**config.mk**
```make
export PLATFORM = sky130hd
export DESIGN_NAME = tone_decoder_flat
export DESIGN_NICKNAME = d
export VERILOG_FILES = /design/src/rtl/tone_dec_pkg.sv /design/src/rtl/tone_decoder_if.sv /design/src/rtl/tone_period_meter.sv /design/src/rtl/tone_decoder.sv /design/src/flat_wrapper.sv
export SDC_FILE = /design/constraint.sdc
export NUM_CORES = 1
export LEC_CHECK = 0
export ABC_AREA = 0
export CAP_MARGIN = 5
export CORE_MARGIN = 4
export CORE_UTILIZATION = 55
export CTS_BUF_LIST = sky130_fd_sc_hd__clkbuf_4
export CTS_CLUSTER_SIZE = 16
export DETAILED_ROUTE_END_ITERATION = 6
export PLACE_DENSITY = 0.8
export SYNTH_ARGS = -nofsm -noshare
export SYNTH_HDL_FRONTEND = slang
export SYNTH_HIERARCHICAL = 1
export SYNTH_SLANG_ARGS = --single-unit
```
**constraint.sdc**
```tcl
create_clock -name clk -period 5.8 [get_ports clk]
set_input_delay 0.58 -clock clk [delete_from_list [all_inputs] [get_ports clk]]
set_output_delay 0.58 -clock clk [all_outputs]
set_load 0.02 [all_outputs]
```
**src/rtl/tone_dec_pkg.sv**
```systemverilog
// Constants shared with the piano tone generator: note periods at 50 MHz,
// period meter state encoding and default counter sizing.
package tone_dec_pkg;

   localparam int NOTE_N = 4;

   // C4, D4, E4, F4 full periods in 50 MHz cycles; must track the generator dividers
   localparam int unsigned NOTE_P [NOTE_N] = '{190840, 170068, 151515, 143266};

   localparam int CNT_W_DEF   = 19;
   localparam int TIMEOUT_DEF = 400000;

   typedef enum logic [1:0] {
      ST_IDLE    = 2'd0,
      ST_ARMED   = 2'd1,
      ST_MEASURE = 2'd2
   } meter_state_t;

endpackage

```
**src/rtl/tone_decoder_if.sv**
```systemverilog
// Tone decoder bus: buzzer tone into the decoder, note index and measured
// period back out to self-check / display logic.
interface tone_decoder_if #(
   parameter int CNT_W = tone_dec_pkg::CNT_W_DEF
);

   logic             tone_in;
   logic [1:0]       note_id;
   logic             note_valid;
   logic [CNT_W-1:0] period;
   logic             period_stb;

   modport master (
      input  tone_in,
      output note_id,
      output note_valid,
      output period,
      output period_stb
   );

   modport slave (
      output tone_in,
      input  note_id,
      input  note_valid,
      input  period,
      input  period_stb
   );

endinterface

```
**src/rtl/tone_period_meter.sv**
```systemverilog
// Rising-edge to rising-edge period meter with silence timeout.
// Define TONE_DEC_SYNC_EN to put a two-flop synchronizer in front of edge detection.
module tone_period_meter
   import tone_dec_pkg::*;
#(
   parameter int CNT_W   = CNT_W_DEF,
   parameter int TIMEOUT = TIMEOUT_DEF
) (
   input  logic             clk,
   input  logic             rst_n,
   input  logic             tone_in,
   output logic [CNT_W-1:0] period,
   output logic             period_stb,
   output logic             timeout
);

   localparam logic [CNT_W-1:0] CNT_MAX = CNT_W'(TIMEOUT);

   logic             tone_r;
   logic             tone_prev;
   logic             rise;
   logic [CNT_W-1:0] cnt;
   meter_state_t     state;

`ifdef TONE_DEC_SYNC_EN
   logic tone_p0;
   logic tone_p1;

   always_ff @(posedge clk) begin
      tone_p0 <= tone_in;
      tone_p1 <= tone_p0;
   end

   assign tone_r = tone_p1;
`else
   assign tone_r = tone_in;
`endif

   assign rise    = tone_r & ~tone_prev;
   assign timeout = (cnt == CNT_MAX);

   // tone_prev resets high so a line already high at reset release is not taken as an edge
   always_ff @(posedge clk) begin
      if (!rst_n) begin
         tone_prev  <= 1'b1;
         cnt        <= '0;
         state      <= ST_IDLE;
         period     <= '0;
         period_stb <= 1'b0;
      end else begin
         tone_prev  <= tone_r;
         period_stb <= 1'b0;

         if (rise) begin
            cnt <= CNT_W'(1);
         end else if (!timeout) begin
            cnt <= cnt + 1'b1;
         end

         if (rise && timeout) begin
            state <= ST_ARMED;
         end else if (rise) begin
            case (state)
               ST_IDLE: state <= ST_ARMED;
               default: begin
                  period     <= cnt;
                  period_stb <= 1'b1;
                  state      <= ST_MEASURE;
               end
            endcase
         end else if (timeout) begin
            state <= ST_IDLE;
         end
      end
   end

endmodule

```
**src/rtl/tone_decoder.sv**
```systemverilog
// Identifies which of four notes is on the buzzer line: period meter,
// tolerance window matcher and a streak filter that qualifies note_valid.
module tone_decoder
   import tone_dec_pkg::*;
#(
   parameter int          CNT_W              = CNT_W_DEF,
   parameter int          TIMEOUT            = TIMEOUT_DEF,
   parameter int          TOL_SHIFT          = 6,
   parameter int          STABLE_CNT         = 3,
   parameter int unsigned NOTE_TAB [NOTE_N]  = NOTE_P
) (
   input  logic           clk,
   input  logic           rst_n,
   tone_decoder_if.master bus
);

   localparam int            SW         = $clog2(STABLE_CNT + 1);
   localparam logic [SW-1:0] STREAK_MAX = SW'(STABLE_CNT);

   logic [CNT_W-1:0]  period;
   logic              period_stb;
   logic              timeout;
   logic [NOTE_N-1:0] hit_vec;
   logic              hit;
   logic [1:0]        hit_idx;
   logic [1:0]        cand;
   logic [SW-1:0]     streak;
   logic [SW-1:0]     streak_nxt;
   logic [1:0]        note_id;
   logic              note_valid;

   function automatic logic [CNT_W:0] abs_val(input logic signed [CNT_W:0] d);
      return d[CNT_W] ? $unsigned(-d) : $unsigned(d);
   endfunction

   function automatic logic [SW-1:0] sat_inc(input logic [SW-1:0] s);
      return (s >= STREAK_MAX) ? STREAK_MAX : s + 1'b1;
   endfunction

   tone_period_meter #(
      .CNT_W   (CNT_W),
      .TIMEOUT (TIMEOUT)
   ) u_meter (
      .clk        (clk),
      .rst_n      (rst_n),
      .tone_in    (bus.tone_in),
      .period     (period),
      .period_stb (period_stb),
      .timeout    (timeout)
   );

   // one extra bit keeps the difference signed without overflow
   for (genvar i = 0; i < NOTE_N; i++) begin : g_match
      localparam logic signed [CNT_W:0] REF = (CNT_W+1)'(NOTE_TAB[i]);
      localparam logic        [CNT_W:0] TOL = (CNT_W+1)'(NOTE_TAB[i] >> TOL_SHIFT);

      logic signed [CNT_W:0] diff;

      assign diff       = $signed({1'b0, period}) - REF;
      assign hit_vec[i] = (abs_val(diff) <= TOL);
   end

   always_comb begin
      hit     = |hit_vec;
      hit_idx = '0;
      for (int i = 0; i < NOTE_N; i++) begin
         if (hit_vec[i]) hit_idx = 2'(i);
      end
      streak_nxt = (hit_idx == cand) ? sat_inc(streak) : SW'(1);
   end

   always_ff @(posedge clk) begin
      if (!rst_n) begin
         cand       <= '0;
         streak     <= '0;
         note_valid <= 1'b0;
         note_id    <= '0;
      end else if (timeout) begin
         streak     <= '0;
         note_valid <= 1'b0;
      end else if (period_stb) begin
         if (hit) begin
            cand       <= hit_idx;
            streak     <= streak_nxt;
            note_valid <= (streak_nxt == STREAK_MAX);
            if (streak_nxt == STREAK_MAX) note_id <= hit_idx;
         end else begin
            streak     <= '0;
            note_valid <= 1'b0;
         end
      end
   end

   assign bus.period     = period;
   assign bus.period_stb = period_stb;
   assign bus.note_id    = note_id;
   assign bus.note_valid = note_valid;

endmodule
```
**src/flat_wrapper.sv**
```systemverilog
// flat-port wrapper written by rule: the top's interface ports become plain ports
module tone_decoder_flat import tone_dec_pkg::*;
#(
   parameter int          CNT_W              = CNT_W_DEF,
   parameter int          TIMEOUT            = TIMEOUT_DEF,
   parameter int          TOL_SHIFT          = 6,
   parameter int          STABLE_CNT         = 3,
   parameter int unsigned NOTE_TAB [NOTE_N]  = NOTE_P
)
  (clk, rst_n, bus_tone_in, bus_note_id, bus_note_valid, bus_period, bus_period_stb);
  tone_decoder_if #(.CNT_W(CNT_W)) bus_i ();
  input  logic clk;
  input  logic rst_n;
  input wire logic [$bits(bus_i.tone_in)-1:0] bus_tone_in;
  output wire logic [$bits(bus_i.note_id)-1:0] bus_note_id;
  output wire logic [$bits(bus_i.note_valid)-1:0] bus_note_valid;
  output wire logic [$bits(bus_i.period)-1:0] bus_period;
  output wire logic [$bits(bus_i.period_stb)-1:0] bus_period_stb;
  assign bus_i.tone_in = bus_tone_in;
  assign bus_note_id = bus_i.note_id;
  assign bus_note_valid = bus_i.note_valid;
  assign bus_period = bus_i.period;
  assign bus_period_stb = bus_i.period_stb;
  tone_decoder #(.CNT_W(CNT_W), .TIMEOUT(TIMEOUT), .TOL_SHIFT(TOL_SHIFT), .STABLE_CNT(STABLE_CNT), .NOTE_TAB(NOTE_TAB)) u_core (.clk(clk), .rst_n(rst_n), .bus(bus_i));
endmodule
```
==> impl_metrics.toml, run 1 <==
[critical_path]
cp.arrival_ps = 4900
r2r_end = "u_core/bus.note_id[0]"
cp-endpoint = "u_core/bus.note_id[0]"
crit_path_end_kind = "flip-flop"
critical_path_class = "reg2reg"
worstPathRequired_ps = 6110
reg2reg_setup_slack_ps = 1210
crit_start = "u_core/u_meter/period[1]"
crit-reg2reg-launch = "u_core/u_meter/period[1]"
rr_worst_depth = 13
worstSetupStartpointType = "flip-flop"
worst-path-max-fanout = 11

[clocking]
postCtsSetupBuffers = 0
cts-buffers-inserted = 5
cts_buffer_depth = 2
cts_hold_buf = 0
clock-sinks = 49
clk_latency_ps = 370
clock-root-buffer = "clkbuf_4"
h-tree-depth = 2
clk_pin_slew_worst_paths_ps = 130
cts_tree = "done"
cts-resized-gates = 0

[worst_hold_path]
hp-class = "reg2reg"
hp-start = "u_core/bus.note_id[1]"

[timing]
slew_headroom = 0.239
worst_pin_slew_ps = 1140
fin_skew_ps = 11.4
min_period_ps = 4590
hold_viol = 0
hold_slack_ps = 480
timing.final.crit_share = 0.791
setup_violations = 0
tns_ps = 0
rsz0062_at_grt = "false"
max_freq_mhz = 218
drv_slew = 0

[layout]
final_cell_mix = "92 x nand2_1, 76 x nor2_1, 68 x xnor2_1"
nets = 955
num_antenna_cells = 0
drive_gt1_frac = 0.0802
areaGrowthSynthToFinish_pct = 3.73
final_common_cell = "nand2_1"
fill_cells = 1201

[floorplanning]
start_util = 0.569
die_area_mm2 = 0.0145
die_h_um = 120
io_pins = 26
num_rows = 40
fp.coreArea_mm2 = 0.0122
die_w_um = 120

[power_and_ir_drop]
p_leak_nw = 2.36
ir_drop_mv = 0.122
powerDensity_mw_per_mm2 = 76.5

[global_routing]
grtUsageTotal = 0.291
grt_pass1_wl_um = 35100
grt_pass1_vias = 6853
grt_antenna_before_repair = 0
grt_overflow = 0
grt_start_max_net_pins = 42

[status]
status = "finished, final reports clean"

[synthesis]
synth_ff_type = "dfxtp_1"
ys_seq_area_frac = 0.141
syn_nets = 983
synthCells = 963
ys_seq_elements = 49
synth_edf_count = 0
async_reset_ff_frac = 0
avgSynthCellArea_um2 = 7.21
yosysWarningCount = 6
synthesis.area_mm2 = 0.00695
ys_types = 97

[routing]
drc = 0
ant_nets = 0
drt_first_pass_iters = 5
vias_per_cell = 6.91
wl_per_cell_um = 19.6
drtIter0Drc = 858
vias = 7623
wirelength_um = 21600

[place]
numPortBuffers = 25
place.gp.congestion = 1.04
dp_hpwl_um = 15900

[job]
maxCapViolations = 0
## logic make-up after synthesis
group	after synthesis	share of synthesized area
AO/OA/AOI/OAI	256	0.276
XOR/XNOR	91	0.123
adder cells (fa/ha/maj)	17	0.0306
buffers and inverters	101	0.0674
flip-flops	49	0.141
multiplexers	16	0.0240
AND/OR/NAND/NOR	433	0.338
## critical path, cell delays in order (launching register included)
cell	delay [ps]
dfxtp_1	650
inv_1	230
ha_1	370
xnor2_2	250
a31oi_1	190
a211o_1	370
or3_1	510
or3_4	450
mux2i_1	130
nor3_1	340
nor4_4	110
or2_2	360
o32ai_2	350
mux2i_1	220
## metrics by stage
step	power [W]	worst slack, ps	cells	instance area, um2	utilization
floorplan	0.000389	1370	963	6950	-
global placement	0.000403	1360	1096	7160	0.586
detailed placement	0.000403	1260	1096	7160	0.586
CTS	0.000554	1230	1103	7210	0.590
global route	0.000578	933	1103	7210	0.590
finish	0.000551	1210	1103	7210	0.590
## routing by layer
layer  vias up  share of wire  GRT usage
met5         -              0          0
met4         0          0.036     0.0963
met3        72           0.11     0.0547
met1      3512           0.43      0.415
li1       3569              -          -
met2       470           0.42      0.438
## sequential cells by signal (all words and copies together) (netlist names)
name,count
u_core/u_meter/cnt,19
u_core/u_meter/period,19
u_core/bus.note_id,2
u_core/cand,2
u_core/streak,2
u_core/u_meter/state,2
u_core/bus.note_valid,1
u_core/u_meter/period_stb,1
u_core/u_meter/tone_prev,1
## synthesized netlist by cell type, types with 6 or more instances
library cell / count / area, um2
or2_2: 11 / 68.8
buf_1: 6 / 22.5
or3_1: 11 / 68.8
clkbuf_1: 33 / 124
xnor2_1: 68 / 596
o221ai_1: 6 / 52.6
nor3b_1: 7 / 52.6
o211ai_1: 10 / 75.1
and3_1: 15 / 93.8
mux2i_1: 11 / 110
nor3_1: 53 / 265
a21oi_1: 49 / 245
a31oi_1: 17 / 106
and2_1: 8 / 50.1
nor2b_1: 14 / 87.6
a21o_1: 7 / 52.6
nand4_1: 23 / 144
nand2_1: 92 / 345
a211oi_2: 8 / 100
nor4_1: 16 / 100
o22ai_1: 12 / 75.1
buf_2: 29 / 145
o21ai_0: 25 / 125
inv_1: 23 / 86.3
dfxtp_1: 49 / 981
o21ai_1: 8 / 40.0
xor2_1: 18 / 158
a2bb2oi_1: 9 / 78.8
o311ai_0: 9 / 78.8
nand2b_1: 14 / 87.6
and4_1: 6 / 52.6
nand3_1: 49 / 245
ha_1: 17 / 213
nor2_1: 76 / 285
a211oi_1: 18 / 135
## worst min-delay path by stage
stage | endpoint | slack (ps) | cells past startpoint
after floorplan | u_core/u_meter/cnt[18] | 440 | 2
after global placement | u_core/bus.note_id[0] | 450 | 2
after detailed placement | u_core/bus.note_id[1] | 450 | 2
after CTS | u_core/bus.note_id[1] | 470 | 2
after global routing | u_core/bus.note_id[1] | 490 | 2
final | u_core/bus.note_id[1] | 480 | 2
## area by class of cell
cell class	instances	area (um2)	share of cell area
clock buffer	6	45.0	0.00625
clock inverter	1	3.75	0.000521
inverter	24	90.1	0.0125
multi-input combinational	813	5500	0.763
sequential	49	981	0.136
tap	168	210	0.0292
timing repair buffer	42	378	0.0524
## where the power goes
part / leakage, nW / internal, W / switching (W)
logic: 1.93 / 0.0000163 / 0.0000328
clock network: 0.0292 / 0.0000489 / 0.000105
registers: 0.396 / 0.000341 / 0.00000663
total: 2.36 / 0.000407 / 0.000145
Power figures use the tool's default switching activity.
==> run 2: changes to the inputs <==
--- a/config.mk
+++ b/config.mk
@@ -12,7 +12,7 @@
 export CTS_BUF_LIST = sky130_fd_sc_hd__clkbuf_4
 export CTS_CLUSTER_SIZE = 16
 export DETAILED_ROUTE_END_ITERATION = 6
-export PLACE_DENSITY = 0.8
+export PLACE_DENSITY = 0.83
 export SYNTH_ARGS = -nofsm -noshare
 export SYNTH_HDL_FRONTEND = slang
 export SYNTH_HIERARCHICAL = 1
==> constraint.sdc (replaced) <==
create_clock -name clk -period 3.73 [get_ports clk]
set_input_delay 0.373 -clock clk [delete_from_list [all_inputs] [get_ports clk]]
set_output_delay 0.373 -clock clk [all_outputs]
set_load 0.02 [all_outputs]
==> run 2 against run 1 <==
  * First-iteration DRC count increased by 30%
  * Via count grew 8.3%
  * Clock power increased by 95%
  * Critical endpoint is now u_core/streak[1]
==> impl_metrics.toml, run 2 (synthesized netlist as in run 1, its figures left out) <==
[critical_path]
crit_path_end_kind = "flip-flop"
cp-endpoint = "u_core/streak[1]"
worstPathRequired_ps = 4060
rr_worst_depth = 14
cp.arrival_ps = 4010
worstSetupStartpointType = "flip-flop"
crit_start = "u_core/u_meter/period[3]"
crit-reg2reg-launch = "u_core/u_meter/period[3]"
r2r_end = "u_core/streak[1]"
critical_path_class = "reg2reg"
worst-path-max-fanout = 6
reg2reg_setup_slack_ps = 50

[timing]
slew_headroom = 0.337
postLayoutSetupSlackWorst_ps = 52.6
max_freq_mhz = 272
drv_slew = 0
min_period_ps = 3680
fin_skew_ps = 14.3
timing.final.crit_share = 0.986
worst_pin_slew_ps = 990
hold_viol = 0
setup_violations = 0

[clocking]
h-tree-depth = 2
clk_pin_slew_worst_paths_ps = 190
clock-root-buffer = "clkbuf_4"
cts_tree = "done"
clk_latency_ps = 400
clock-sinks = 49
cts-buffers-inserted = 5
cts_hold_buf = 0
cts_buffer_depth = 2

[global_routing]
grt_pass1_vias = 7545
grt_start_max_net_pins = 41
grt_use_met2 = 0.517
grt_pass1_wl_um = 37900
grtUsageTotal = 0.316
busiest_layer = "met2"
grtUsageMet3 = 0.0622
grt_antenna_before_repair = 0
gr-usage-met1 = 0.420
grt_overflow = 0

[floorplanning]
num_rows = 40
die_w_um = 120
die_area_mm2 = 0.0145
io_pins = 26
fp.coreArea_mm2 = 0.0122
start_util = 0.569
die_h_um = 120

[routing]
wirelength_um = 24100
drtIter0Drc = 1117
vias_per_cell = 6.69
drc = 0
vias = 8253
ant_nets = 0
drt_first_pass_iters = 7
wl_per_cell_um = 19.6

[worst_hold_path]
holdPathStages = 2
hp-class = "reg2reg"

[layout]
fill_cells = 995
nets = 1084
final_cell_mix = "141 x buf_4, 92 x nand2_1, 74 x nor2_1"
num_antenna_cells = 0
final_common_cell = "buf_4"
top_regs = "u_core/u_meter/cnt x19, u_core/u_meter/period x19"
drive_gt1_frac = 0.251
areaGrowthSynthToFinish_pct = 24.3
stdcell_count = 1233

[power_and_ir_drop]
total_power_w = 0.000924
p_leak_nw = 3.10
ir_drop_mv = 0.181
powerDensity_mw_per_mm2 = 107

[status]
status = "finished, final reports clean"

[place]
dp_cells = 1212
pre_cts_ws_ps = -107
place.gp.congestion = 0.995
numPortBuffers = 25
dp_hpwl_um = 17900

[job]
maxCapViolations = 0
==> run 2: changes by cell type in the layout (fill, tap and decap cells not counted), sizes merged <==
cell    previous run  this run
inv               23        25
buf               17       146
clkbuf             6         5
==> run 2: worst min path at each step <==
stage / startpoint / endpoint / slack, ps
finish: u_core/bus.note_id[1] / u_core/bus.note_id[1] / 480
floorplan: u_core/u_meter/cnt[18] / u_core/u_meter/cnt[18] / 440
detailed placement: u_core/bus.note_id[0] / u_core/bus.note_id[0] / 460
CTS: u_core/bus.note_id[1] / u_core/bus.note_id[1] / 490
global placement: u_core/bus.note_id[1] / u_core/bus.note_id[1] / 450
global route: u_core/bus.note_id[0] / u_core/bus.note_id[0] / 520
==> run 2: what timing repair did <==
action                     CTS  global route
setup buffers                0            13
resized for setup           13            59
setup endpoints to repair    7             7
pin swaps                    0            18
==> run 2: final cells by class <==
cell class | instances | area (um2) | share of cell area
Clock inverter | 3 | 28.8 | 0.00333
Timing Repair Buffer | 171 | 1390 | 0.161
Multi-Input combinational cell | 813 | 5870 | 0.680
Clock buffer | 5 | 37.5 | 0.00435
Tap cell | 168 | 210 | 0.0244
Sequential cell | 49 | 1000 | 0.116
Inverter | 24 | 103 | 0.0119
==> run 2: worst max-delay path, stage by stage (launching register included) <==
cell and delay, ps:
dfxtp_4 410, inv_6 90, ha_4 160, or2b_1 280
xnor2_2 190, a211o_1 330, or3_4 390, or3_4 360
mux2i_1 140, nor3_2 250, nor4_4 60, buf_4 170
or2_4 260, o31a_1 280, a211oi_2 230
==> run 2: metal layers <==
layer / up-vias / routed length (um) / part of all wire
met5: - / 0 / 0
met4: 0 / 650 / 0.027
met3: 68 / 2420 / 0.10
met2: 500 / 11200 / 0.46
met1: 3869 / 9920 / 0.41
li1: 3816 / - / -
==> run 2: report_power, final <==
group	switching [W]	total, W	internal (W)
Combinational	0.0000544	0.0000849	0.0000305
Sequential	0.00000951	0.000539	0.000529
Clock	0.000218	0.000300	0.0000825
==> run 2: per-stage QoR <==
stage | hold WS [ps] | area [um2] | setup TNS [ps] | util
2_1_floorplan | 444 | 7050 | 0 | -
3_3_place_gp | 451 | 8120 | 0 | 0.665
3_5_place_dp | 459 | 8120 | -518 | 0.665
4_1_cts | 485 | 8260 | -13.9 | 0.676
5_1_grt | 517 | 8630 | -140 | 0.707
6_report | 483 | 8630 | 0 | 0.707
